<file path="config.mk">
export PLATFORM = sky130hd
export DESIGN_NAME = latch_loader
export DESIGN_NICKNAME = d
export VERILOG_FILES = /design/src/rtl/latch_loader_pkg.sv /design/src/rtl/latch_loader_strobe_timer.sv /design/src/rtl/latch_loader.sv
export SDC_FILE = /design/constraint.sdc
export NUM_CORES = 1
export LEC_CHECK = 0
export ABC_AREA = 1
export BUFFER_PORTS_ARGS = -buffer_cell sky130_fd_sc_hd__buf_2
export CAP_MARGIN = 40
export CORE_ASPECT_RATIO = 0.8
export CORE_MARGIN = 1
export CORE_UTILIZATION = 30
export CTS_BUF_LIST = sky130_fd_sc_hd__clkbuf_2
export DETAILED_ROUTE_END_ITERATION = 10
export PLACE_DENSITY = 0.54
export REMOVE_ABC_BUFFERS = 1
export SYNTH_ARGS = -nofsm -noshare
export SYNTH_HDL_FRONTEND = slang
export SYNTH_HIERARCHICAL = 1
export SYNTH_SLANG_ARGS = --single-unit
</file>
<file path="constraint.sdc">
create_clock -name clock -period 1.5 [get_ports clock]
set_clock_uncertainty 0.2 [all_clocks]
set_input_delay 0.3 -clock clock [delete_from_list [all_inputs] [get_ports clock]]
set_output_delay 0.3 -clock clock [all_outputs]
set_load 0.05 [all_outputs]
</file>
<file path="src/rtl/latch_loader_pkg.sv">
// Shared FSM state encoding and strobe counter width for latch_loader.
package latch_loader_pkg;

   localparam int CNT_W = 4;

   typedef enum logic [2:0] {
      IDLE   = 3'd0,
      SETUP  = 3'd1,
      STROBE = 3'd2,
      HOLD   = 3'd3,
      WAIT   = 3'd4
   } state_t;

endpackage

</file>
<file path="src/rtl/latch_loader_strobe_timer.sv">
// Down-counter that times the latch-enable pulse; done is high at terminal count zero.
module strobe_timer
   import latch_loader_pkg::*;
#(
   parameter int STROBE_LEN = 2
) (
   input  logic clock,
   input  logic reset,
   input  logic load,
   output logic done
);

   localparam logic [CNT_W-1:0] LOAD_VAL = CNT_W'(STROBE_LEN - 1);

   logic [CNT_W-1:0] cnt_q, cnt_d;

   always_comb begin
      cnt_d = cnt_q;
      if (load)
         cnt_d = LOAD_VAL;
      else if (cnt_q != '0)
         cnt_d = cnt_q - 1'b1;
   end

   always_ff @(posedge clock) begin
      if (reset)
         cnt_q <= '0;
      else
         cnt_q <= cnt_d;
   end

   assign done = (cnt_q == '0);

endmodule

</file>
<file path="src/rtl/latch_loader.sv">
// Handshaked loader that captures a word and strobes a downstream D-latch bank.
// Optional macro LATCH_LOADER_PARITY_EN adds even-parity checking (par in, err out).
//
// state  | meaning
// IDLE   | rfd=1, waiting for dav_=0 to capture data
// SETUP  | one cycle of d stable with c=0 before the strobe
// STROBE | c=1 for STROBE_LEN cycles
// HOLD   | one cycle of d stable after c falls
// WAIT   | rfd=0 until the producer releases dav_
module latch_loader
   import latch_loader_pkg::*;
#(
   parameter int W          = 8,
   parameter int STROBE_LEN = 2
) (
   input  logic         clock,
   input  logic         reset,
   input  logic         dav_,
   input  logic [W-1:0] data,
`ifdef LATCH_LOADER_PARITY_EN
   input  logic         par,
   output logic         err,
`endif
   output logic         rfd,
   output logic [W-1:0] d,
   output logic         c
);

   state_t       state_q, state_d;
   logic         rfd_q, rfd_d;
   logic         c_q, c_d;
   logic [W-1:0] d_q, d_d;
   logic         load_tmr;
   logic         tmr_done;
   logic         par_ok;

`ifdef LATCH_LOADER_PARITY_EN
   logic err_q, err_d;

   assign par_ok = ~(^{data, par});
   // A rejected capture is the only source of err; it self-clears next cycle.
   assign err_d  = (state_q == IDLE) && !dav_ && !par_ok;

   always_ff @(posedge clock) begin
      if (reset)
         err_q <= 1'b0;
      else
         err_q <= err_d;
   end

   assign err = err_q;
`else
   assign par_ok = 1'b1;
`endif

   strobe_timer #(.STROBE_LEN(STROBE_LEN)) u_timer (
      .clock (clock),
      .reset (reset),
      .load  (load_tmr),
      .done  (tmr_done)
   );

   always_comb begin
      state_d  = state_q;
      rfd_d    = rfd_q;
      c_d      = c_q;
      d_d      = d_q;
      load_tmr = 1'b0;
      case (state_q)
         IDLE: begin
            rfd_d = 1'b1;
            c_d   = 1'b0;
            if (!dav_) begin
               rfd_d = 1'b0;
               if (par_ok) begin
                  d_d     = data;
                  state_d = SETUP;
               end else begin
                  state_d = WAIT;
               end
            end
         end
         SETUP: begin
            c_d      = 1'b1;
            load_tmr = 1'b1;
            state_d  = STROBE;
         end
         STROBE: begin
            if (tmr_done) begin
               c_d     = 1'b0;
               state_d = HOLD;
            end
         end
         HOLD: begin
            if (dav_) begin
               rfd_d   = 1'b1;
               state_d = IDLE;
            end else begin
               state_d = WAIT;
            end
         end
         WAIT: begin
            if (dav_) begin
               rfd_d   = 1'b1;
               state_d = IDLE;
            end
         end
         default: begin
            state_d = IDLE;
            rfd_d   = 1'b1;
            c_d     = 1'b0;
         end
      endcase
   end

   always_ff @(posedge clock) begin
      if (reset) begin
         state_q <= IDLE;
         rfd_q   <= 1'b1;
         c_q     <= 1'b0;
         d_q     <= '0;
      end else begin
         state_q <= state_d;
         rfd_q   <= rfd_d;
         c_q     <= c_d;
         d_q     <= d_d;
      end
   end

   assign rfd = rfd_q;
   assign c   = c_q;
   assign d   = d_q;

endmodule

</file>
==> results of run 1 <==
## how the worst max path moves through the flow
stage | start | end | slack [ns]
floorplan | u_timer/cnt_q[0] | c | 0.07
detailed placement | u_timer/cnt_q[0] | c | 0.03
global placement | u_timer/cnt_q[0] | c | 0.08
global route | d[4] | d[4] | 0.0005
finish | d[6] | d[6] | 0.08
CTS | u_timer/cnt_q[1] | c | 0.01
## flip-flops by register name (all words and copies together), names as in the netlist
register	cells
state_q	3
d	8
c	1
rfd	1
u_timer/cnt_q	4
## metal layers
metal / track usage [%] / vias to the layer above / wire length, um
met5: 0 / - / 0
met4: 4.390 / 0 / 17
met3: 5.056 / 2 / 79
met2: 16.74 / 16 / 584
met1: 16.24 / 277 / 724
li1: - / 362 / -
## cell type report
cell class | count | area share, %
tap | 25 | 3.463
clock buffer | 4 | 2.216
timing repair buffer | 22 | 12.74
inverter | 21 | 8.864
sequential | 17 | 38.23
multi-input combinational | 59 | 34.49
## logic make-up (layout without fill, tap and decap cells)
family	count (synthesis)	in the layout	share of synthesized area, %
compound gates	23	23	16.55
fa+ha+maj	1	1	1.689
buf+inv	22	47	12.33
flops	17	17	45.95
simple gates	35	35	23.48
## power by group
part | leakage, nW | total [mW] | switching [mW] | internal (mW)
Sequential | 0.142 | 0.623 | 0.0718 | 0.551
Combinational | 0.284 | 0.662 | 0.408 | 0.254
Clock | 0.0166 | 0.210 | 0.139 | 0.0707
Total | 0.443 | 1.49 | 0.619 | 0.875
## what timing repair did
action / in CTS / in global routing
resized for setup: 1 / 5
hold buffers: 0 / 0
endpoints found under the setup margin: 1 / 5
buffers inserted: 0 / 1
pin swaps: 0 / 2
## cells in the final DEF, fill, tap and decap left out, types with 2 or more instances in the layout
master	count
nand2_1	13
dfxtp_1	13
inv_2	3
clkbuf_2	4
a21oi_1	12
dfxtp_2	4
buf_2	20
nand3_1	8
buf_4	2
inv_1	17
nor2_1	8
o21ai_0	9
==> results.py, run 1 <==
metrics = {
    "worst_setup_path": {
        "path_buf_inv": 1,
        "start_kind": "register",
        "r2r-end": "c",
        "cp_max_fo": 2,
        "crit_arrival_ns": 0.92,
        "critPathSlowestCell": "dfxtp_1",
        "cpPeakStageDelay_ns": 0.37,
        "cp_top_family": "flip-flops",
        "r2r_cells": 8,
        "crit_type": "register to output pin",
        "crit_chain": "buf_2",
        "r2r-start": "u_timer/cnt_q[1]",
        "crit_path_end_kind": "output pin",
        "crit_cells": 1,
        "crit_required_ns": 1.00,
        "r2r_slack_ns": 0.09,
    },
    "placement": {
        "hpwl_mm": 1.052,
        "dp.cells": 143,
        "placement.io_buffers": 20,
        "dp_worst_setup_slack_ns": 0.02721,
        "gp_congestion": 0.8522,
        "placed_area_um2": 868.3,
    },
    "global_routing": {
        "antenna_found_initial": 0,
        "grt_pass1_vias": 539,
        "grt_util_all_layers_pct": 11.96,
        "overflow": 0,
        "grt_pass1_wl_mm": 2.332,
        "grt_max_degree": 18,
    },
    "cells_and_area": {
        "antenna_cells": 0,
        "multi_input_area_um2": 311.5,
        "design_area_um2": 903.4,
        "fillers": 236,
        "area_growth_pct": 21.96,
        "finalNonFillerCells": 148,
        "drive_above_1_share_pct": 32.52,
        "nets": 136,
        "utilization_pct": 40.45,
        "seqCellArea_um2": 345.3,
    },
    "yosys": {
        "synth_ff_type": "dfxtp_1",
        "synth_top_cell_by_area": "dfxtp_1",
        "synth.most_common_cell": "inv_1",
        "seq_area_frac_synth_pct": 45.95,
        "yosys-top-cells-area": "dfxtp_1 (46%), inv_1 (9.1%), a21oi_1 (8.1%)",
        "postSynth.asyncResetShare_pct": 0,
        "synth_edf_count": 0,
        "syn_inst": 98,
        "yosysTopAreaCellShare_pct": 45.95,
        "synth.ff_latch_count": 17,
        "syn_area_per_cell_um2": 7.558,
        "synth_cell_types": 19,
        "synth_area_um2": 740.7,
        "ys_top_cells_by_count": "inv_1 (18), dfxtp_1 (17), nand2_1 (13), a21oi_1 (12), o21ai_0 (9)",
        "yosysWarningCount": 6,
    },
    "route": {
        "ant_nets": 0,
        "drt_iter0_markers": 36,
        "drc": 1,
        "drt-total-wl_mm": 1.406,
        "first_pass_iters": 7,
        "wl_per_cell_um": 9.500,
        "vias_per_cell": 4.439,
        "dr_total_vias": 657,
    },
    "hold_path": {
        "hold-path-endpoint": "state_q[0]",
        "holdCritPathClass": "input port to register",
        "hp-start": "reset",
        "min_path_cells": 2,
    },
    "run_status": {
        "violations": "design-rule violations",
        "outcome": "complete, but fails checks",
    },
    "sta": {
        "period_share_pct": 94.94,
        "setup_ws_ns": 0.07588,
        "final_max_slew_viol_count": 0,
        "setup_viol": 0,
        "rsz0062_at_grt": "false",
        "slew_headroom_pct": 82.89,
        "fmax_mhz": 702.2,
        "min_period_ns": 1.424,
        "hold_viol": 0,
        "tns_ns": 0,
        "tightestPinTransition_ns": 0.2564,
        "timing.hold.ws_ns": 0.04515,
    },
    "clock_tree": {
        "path_clk_slew_ns": 0.17,
        "cts-htree-levels": 1,
        "cts_sinks": 17,
        "cts_tree": "yes",
        "cts_buffers": 3,
        "clockBufferDepth": 2,
        "clk_latency_ns": 0.29,
        "clockRootBuffer": "clkbuf_2",
    },
    "floorplanning": {
        "row_count": 15,
        "core_um2": 2233,
        "die_width_um": 57.56,
        "io_pins": 21,
        "start_util_pct": 33.17,
        "die-area_um2": 2673,
        "die_y_um": 46.45,
    },
    "power_and_ir_drop": {
        "ir_worst_vdd_mv": 0.4982,
        "powerDensity_nw_per_um2": 1654,
        "power_mw": 1.494,
        "leakage_nw": 0.4428,
    },
    "flow_run": {
        "cap_violations": 0,
    },
}
No activity file was read; power rests on OpenSTA's default activity.
==> run 2: changes to the inputs <==
Settings changed: ABC_AREA 1 to 0, PLACE_DENSITY 0.54 to 0.53.
==> results.py, run 2 <==
metrics = {
    "run_status": {
        "outcome": "complete, but fails checks",
        "violations": "negative setup slack",
    },
    "clock_tree": {
        "cts_tree": "yes",
        "clockRootBuffer": "clkbuf_2",
        "cts-htree-levels": 1,
        "path_clk_slew_ns": 0.18,
        "cts_buffers": 3,
        "clockBufferDepth": 2,
        "clk_latency_ns": 0.30,
        "cts_sinks": 17,
    },
    "yosys": {
        "ys_top_cells_by_count": "dfxtp_1 (17), nand2_1 (16), a21oi_1 (12)",
        "synth.most_common_cell": "dfxtp_1",
        "synth_area_um2": 768.2,
        "yosysTopAreaCellShare_pct": 44.30,
        "synth_ff_type": "dfxtp_1",
        "synth.ff_latch_count": 17,
        "yosysWarningCount": 6,
        "synth_top_cell_by_area": "dfxtp_1",
        "yosys-top-cells-area": "dfxtp_1 (44%), a21oi_1 (7.8%), nand2_1 (7.8%)",
        "synth_edf_count": 0,
        "synth_cell_types": 27,
        "syn_inst": 87,
        "seq_area_frac_synth_pct": 44.30,
        "postSynth.asyncResetShare_pct": 0,
        "syn_area_per_cell_um2": 8.830,
    },
    "sta": {
        "hold_viol": 0,
        "setup_ws_ns": -0.03184,
        "period_share_pct": 102.1,
        "setup_viol": 2,
        "rsz0062_at_grt": "true",
        "tightestPinTransition_ns": 0.3511,
        "min_period_ns": 1.532,
        "slew_headroom_pct": 76.59,
        "final_max_slew_viol_count": 0,
        "timing.hold.ws_ns": 0.08523,
        "fmax_mhz": 652.8,
    },
    "floorplanning": {
        "row_count": 16,
        "die_y_um": 47.26,
        "core_um2": 2442,
        "start_util_pct": 31.45,
        "io_pins": 21,
        "die-area_um2": 2768,
        "die_width_um": 58.58,
    },
    "placement": {
        "hpwl_mm": 1.167,
        "placement.io_buffers": 20,
        "dp.cells": 147,
        "gp_congestion": 0.6444,
    },
    "route": {
        "vias_per_cell": 4.388,
        "wl_per_cell_um": 10.76,
        "drt-total-wl_mm": 1.775,
        "drc": 0,
        "dr_total_vias": 724,
        "first_pass_iters": 4,
        "drt_iter0_markers": 13,
        "ant_nets": 0,
    },
    "worst_setup_path": {
        "r2r_slack_ns": -0.03,
        "cp_max_fo": 3,
        "r2r-start": "u_timer/cnt_q[1]",
        "r2r-end": "u_timer/cnt_q[1]",
        "crit_path_end_kind": "register",
        "crit_required_ns": 1.52,
        "r2r_cells": 6,
        "crit_arrival_ns": 1.55,
        "crit_type": "register to register",
        "start_kind": "register",
    },
    "power_and_ir_drop": {
        "leakage_nw": 0.4935,
        "ir_worst_vdd_mv": 0.7427,
        "powerDensity_nw_per_um2": 1549,
    },
    "global_routing": {
        "overflow": 0,
        "grt_util_all_layers_pct": 12.27,
        "grt_max_degree": 18,
        "antenna_found_initial": 0,
        "grt_pass1_wl_mm": 2.539,
        "grt_pass1_vias": 552,
    },
    "flow_run": {
        "cap_violations": 0,
    },
    "cells_and_area": {
        "antenna_cells": 0,
        "drive_above_1_share_pct": 44.96,
        "utilization_pct": 48.82,
        "area_growth_pct": 55.21,
        "fillers": 248,
        "layout_commonest_cell": "nand2_1",
        "nets": 142,
        "final_cell_mix": "nand2_1 (16), dfxtp_1 (13), buf_4 (12)",
        "largest_reg_flops": 8,
        "seqCellArea_um2": 345.3,
        "finalNonFillerCells": 165,
        "multi_input_area_um2": 431.7,
    },
    "hold_path": {
        "min_path_cells": 3,
        "holdCritPathClass": "input port to register",
        "hold-path-endpoint": "state_q[2]",
        "hp-start": "dav_",
    },
}
[run 2: changes by cell type in the layout (fill, tap and decap cells not counted), moves of 3 or more]
cell	before	now
buf_6	0	4
clkbuf_4	0	8
nand3_1	8	0
nand2b_1	0	3
o21ai_0	9	0
buf_2	20	11
nor3_1	0	4
buf_4	2	12
nor2_1	8	3
inv_1	17	2
dlygate4sd3_1	0	8
nand2_1	13	16
[run 2: worst max-delay path, cell delays in order, from the launching register on]
cell	delay, ns
dfxtp_2	0.39
inv_4	0.04
ha_4	0.15
nor3b_4	0.15
buf_4	0.14
buf_6	0.11
a2111oi_4	0.27
[run 2: final cells by class]
| cell class | instances | area share [%] |
|---|---|---|
| timing repair buffer | 43 | 27.70 |
| clock inverter | 1 | 0.6296 |
| tap | 36 | 3.778 |
| multi-input combinational | 61 | 36.20 |
| clock buffer | 3 | 1.259 |
| inverter | 4 | 1.469 |
| sequential | 17 | 28.96 |
[run 2: layer usage]
metal	track usage [%]	up-vias	share of wire, %
li1	-	379	-
met1	19.28	330	52
met2	16.78	15	45
met3	3.306	0	3.0
met4	1.429	0	0
met5	0	-	0
[run 2: how the worst max path moves through the flow]
stage | depth (start not counted) | from | end
finish | 6 | u_timer/cnt_q[1] | u_timer/cnt_q[1]
global route | 6 | u_timer/cnt_q[1] | state_q[0]
CTS | 5 | u_timer/cnt_q[1] | u_timer/cnt_q[1]
detailed placement | 5 | u_timer/cnt_q[1] | u_timer/cnt_q[1]
global placement | 5 | u_timer/cnt_q[1] | u_timer/cnt_q[1]
floorplan | 5 | u_timer/cnt_q[0] | u_timer/cnt_q[1]
[run 2: kinds of logic after synthesis]
group	share of synthesized area [%]
multiplexers	1.303
AO/OA/AOI/OAI	15.31
XOR/XNOR	2.281
flip-flops	44.30
AND/OR/NAND/NOR	28.67
adder cells (fa/ha/maj)	1.628
buffers and inverters	6.514
[run 2: what timing repair did]
item | 4_1_cts | 5_1_grt
hold buffers | 8 | 0
resized for setup | 9 | 22
setup endpoints to repair | 7 | 23
hold endpoints to repair | 8 | 0
pin swaps | 1 | 6
buffers inserted | 1 | 5
[run 2: metrics by stage]
step | worst slack [ns] | power, mW | setup TNS [ns] | instance area, um^2
finish | -0.03184 | 1.847 | -0.03558 | 1192
global route | -0.1045 | 1.970 | -0.3967 | 1192
CTS | 0.002183 | 1.624 | 0 | 1087
detailed placement | -0.1078 | 1.287 | -0.1339 | 945.9
global placement | -0.02795 | 1.261 | -0.02795 | 945.9
floorplan | -0.01207 | 1.041 | -0.08037 | 733.2
[run 2: power breakdown]
| group | internal (mW) | total, mW | leakage [nW] | switching (mW) |
|---|---|---|---|---|
| combinational | 0.567 | 1.03 | 0.340 | 0.460 |
| sequential | 0.535 | 0.601 | 0.141 | 0.0662 |
| clock | 0.0622 | 0.219 | 0.0126 | 0.157 |
==> run 3: changes to the inputs <==
Settings changed: RECOVER_POWER from default to 100.
==> results.py, run 3 (synthesis gave the netlist of run 2 again) <==
metrics = {
    "worst_setup_path": {
        "cp_max_fo": 3,
        "crit_path_end_kind": "register",
        "path_buf_inv": 3,
        "r2r_slack_ns": -0.03,
        "crit_arrival_ns": 1.55,
        "crit_required_ns": 1.52,
        "r2r_cells": 6,
        "critPathSlowestCell": "dfxtp_2",
        "cpPeakStageDelay_ns": 0.39,
        "r2r-start": "u_timer/cnt_q[1]",
        "crit_type": "register to register",
        "start_kind": "register",
        "crit_chain": "inv_4 > ha_4 > nor3b_4 > buf_4 > buf_6 > a2111oi_4",
        "cp_top_family": "flip-flops",
        "r2r-end": "u_timer/cnt_q[1]",
    },
    "clock_tree": {
        "cts_sinks": 17,
        "clk_latency_ns": 0.30,
        "clockRootBuffer": "clkbuf_2",
        "cts_buffers": 3,
        "cts-htree-levels": 1,
        "clockBufferDepth": 2,
        "path_clk_slew_ns": 0.18,
        "cts_tree": "yes",
    },
    "route": {
        "ant_nets": 0,
        "first_pass_iters": 4,
        "dr_total_vias": 724,
        "vias_per_cell": 4.388,
        "drc": 0,
        "drt_iter0_markers": 13,
        "wl_per_cell_um": 10.76,
        "drt-total-wl_mm": 1.775,
    },
    "flow_run": {
        "cap_violations": 0,
    },
    "floorplanning": {
        "row_count": 16,
        "die_y_um": 47.26,
        "die_width_um": 58.58,
        "core_um2": 2442,
        "io_pins": 21,
        "die-area_um2": 2768,
        "start_util_pct": 31.45,
    },
    "hold_path": {
        "hold-path-endpoint": "state_q[2]",
        "holdCritPathClass": "input port to register",
        "min_path_cells": 3,
        "hp-start": "dav_",
    },
    "sta": {
        "rsz0062_at_grt": "true",
        "tns_ns": -0.03620,
        "hold_viol": 0,
        "timing.hold.ws_ns": 0.09315,
        "final_max_slew_viol_count": 0,
        "fmax_mhz": 652.8,
        "tightestPinTransition_ns": 0.3515,
        "min_period_ns": 1.532,
        "setup_ws_ns": -0.03177,
        "slew_headroom_pct": 76.56,
        "setup_viol": 2,
        "period_share_pct": 102.1,
    },
    "power_and_ir_drop": {
        "powerDensity_nw_per_um2": 1551,
        "leakage_nw": 0.4917,
        "ir_worst_vdd_mv": 0.7426,
    },
    "global_routing": {
        "grt_max_degree": 18,
        "grt_util_all_layers_pct": 12.27,
        "grt_pass1_vias": 552,
        "overflow": 0,
        "antenna_found_initial": 0,
        "grt_pass1_wl_mm": 2.539,
    },
    "placement": {
        "hpwl_mm": 1.167,
        "placement.io_buffers": 20,
        "gp_congestion": 0.6444,
    },
    "run_status": {
        "violations": "negative setup slack",
        "outcome": "complete, but fails checks",
    },
    "cells_and_area": {
        "final_cell_mix": "nand2_1 (16), dfxtp_1 (14), a21oi_1 (11), buf_2 (11), buf_4 (10)",
        "largest_reg_flops": 8,
        "drive_above_1_share_pct": 44.19,
        "nets": 142,
        "area_growth_pct": 54.72,
        "antenna_cells": 0,
        "layout_commonest_cell": "nand2_1",
    },
}
-- run 3: worst max-delay path by stage --
stage / cells after the start / endpoint / slack (ns) / from
floorplan: 5 / u_timer/cnt_q[1] / -0.01 / u_timer/cnt_q[0]
global placement: 5 / u_timer/cnt_q[1] / -0.03 / u_timer/cnt_q[1]
detailed placement: 5 / u_timer/cnt_q[1] / -0.11 / u_timer/cnt_q[1]
CTS: 5 / u_timer/cnt_q[1] / 0.002 / u_timer/cnt_q[1]
global route: 6 / state_q[0] / -0.11 / u_timer/cnt_q[1]
finish: 6 / u_timer/cnt_q[1] / -0.03 / u_timer/cnt_q[1]
-- run 3: final cells by class --
| class | instances | area (um^2) |
|---|---|---|
| timing repair buffer | 43 | 327.8 |
| clock inverter | 1 | 7.507 |
| inverter | 4 | 17.52 |
| clock buffer | 3 | 15.01 |
| tap | 36 | 45.04 |
| fill | 246 | 1254 |
| sequential | 17 | 344.1 |
| multi-input combinational | 61 | 431.7 |
-- run 3: routing by layer --
metal | part of all wire (%) | GRT usage (%) | vias up
li1 | - | - | 379
met1 | 52 | 19.28 | 330
met2 | 45 | 16.78 | 15
met3 | 3.0 | 3.306 | 0
met4 | 0 | 1.429 | 0
met5 | 0 | 0 | -
-- run 3: timing repair --
action / in CTS / in global routing
setup endpoints to repair: 7 / 23
buffers inserted: 1 / 5
pin swaps: 1 / 6
hold buffers: 8 / 0
endpoints found under the hold margin: 8 / 0
resized for setup: 9 / 22
-- run 3: worst register-to-register path, delay by kind of cell, from the launching register on --
family | cells | cell delay [ns]
flip-flops | 1 | 0.39
buffers and inverters | 3 | 0.29
AO/OA/AOI/OAI | 1 | 0.27
adder cells (fa/ha/maj) | 1 | 0.15
AND/OR/NAND/NOR | 1 | 0.15
-- run 3: power by group --
part | switching (mW) | internal [mW]
clock network | 0.157 | 0.0622
logic | 0.460 | 0.564
registers | 0.0661 | 0.535
-- run 3: through the flow --
step / instance area [um^2] / utilization [%] / setup WS [ns] / total power, mW / std cells
4_1_cts: 1087 / 44.52 / 0.002183 / 1.624 / 160
5_1_grt: 1189 / 48.67 / -0.1115 / 1.967 / 165
2_1_floorplan: 733.2 / - / -0.01207 / 1.041 / 82
6_report: 1189 / 48.67 / -0.03177 / 1.843 / 165
3_3_place_gp: 945.9 / 38.73 / -0.02795 / 1.261 / 147
3_5_place_dp: 945.9 / 38.73 / -0.1078 / 1.287 / 147
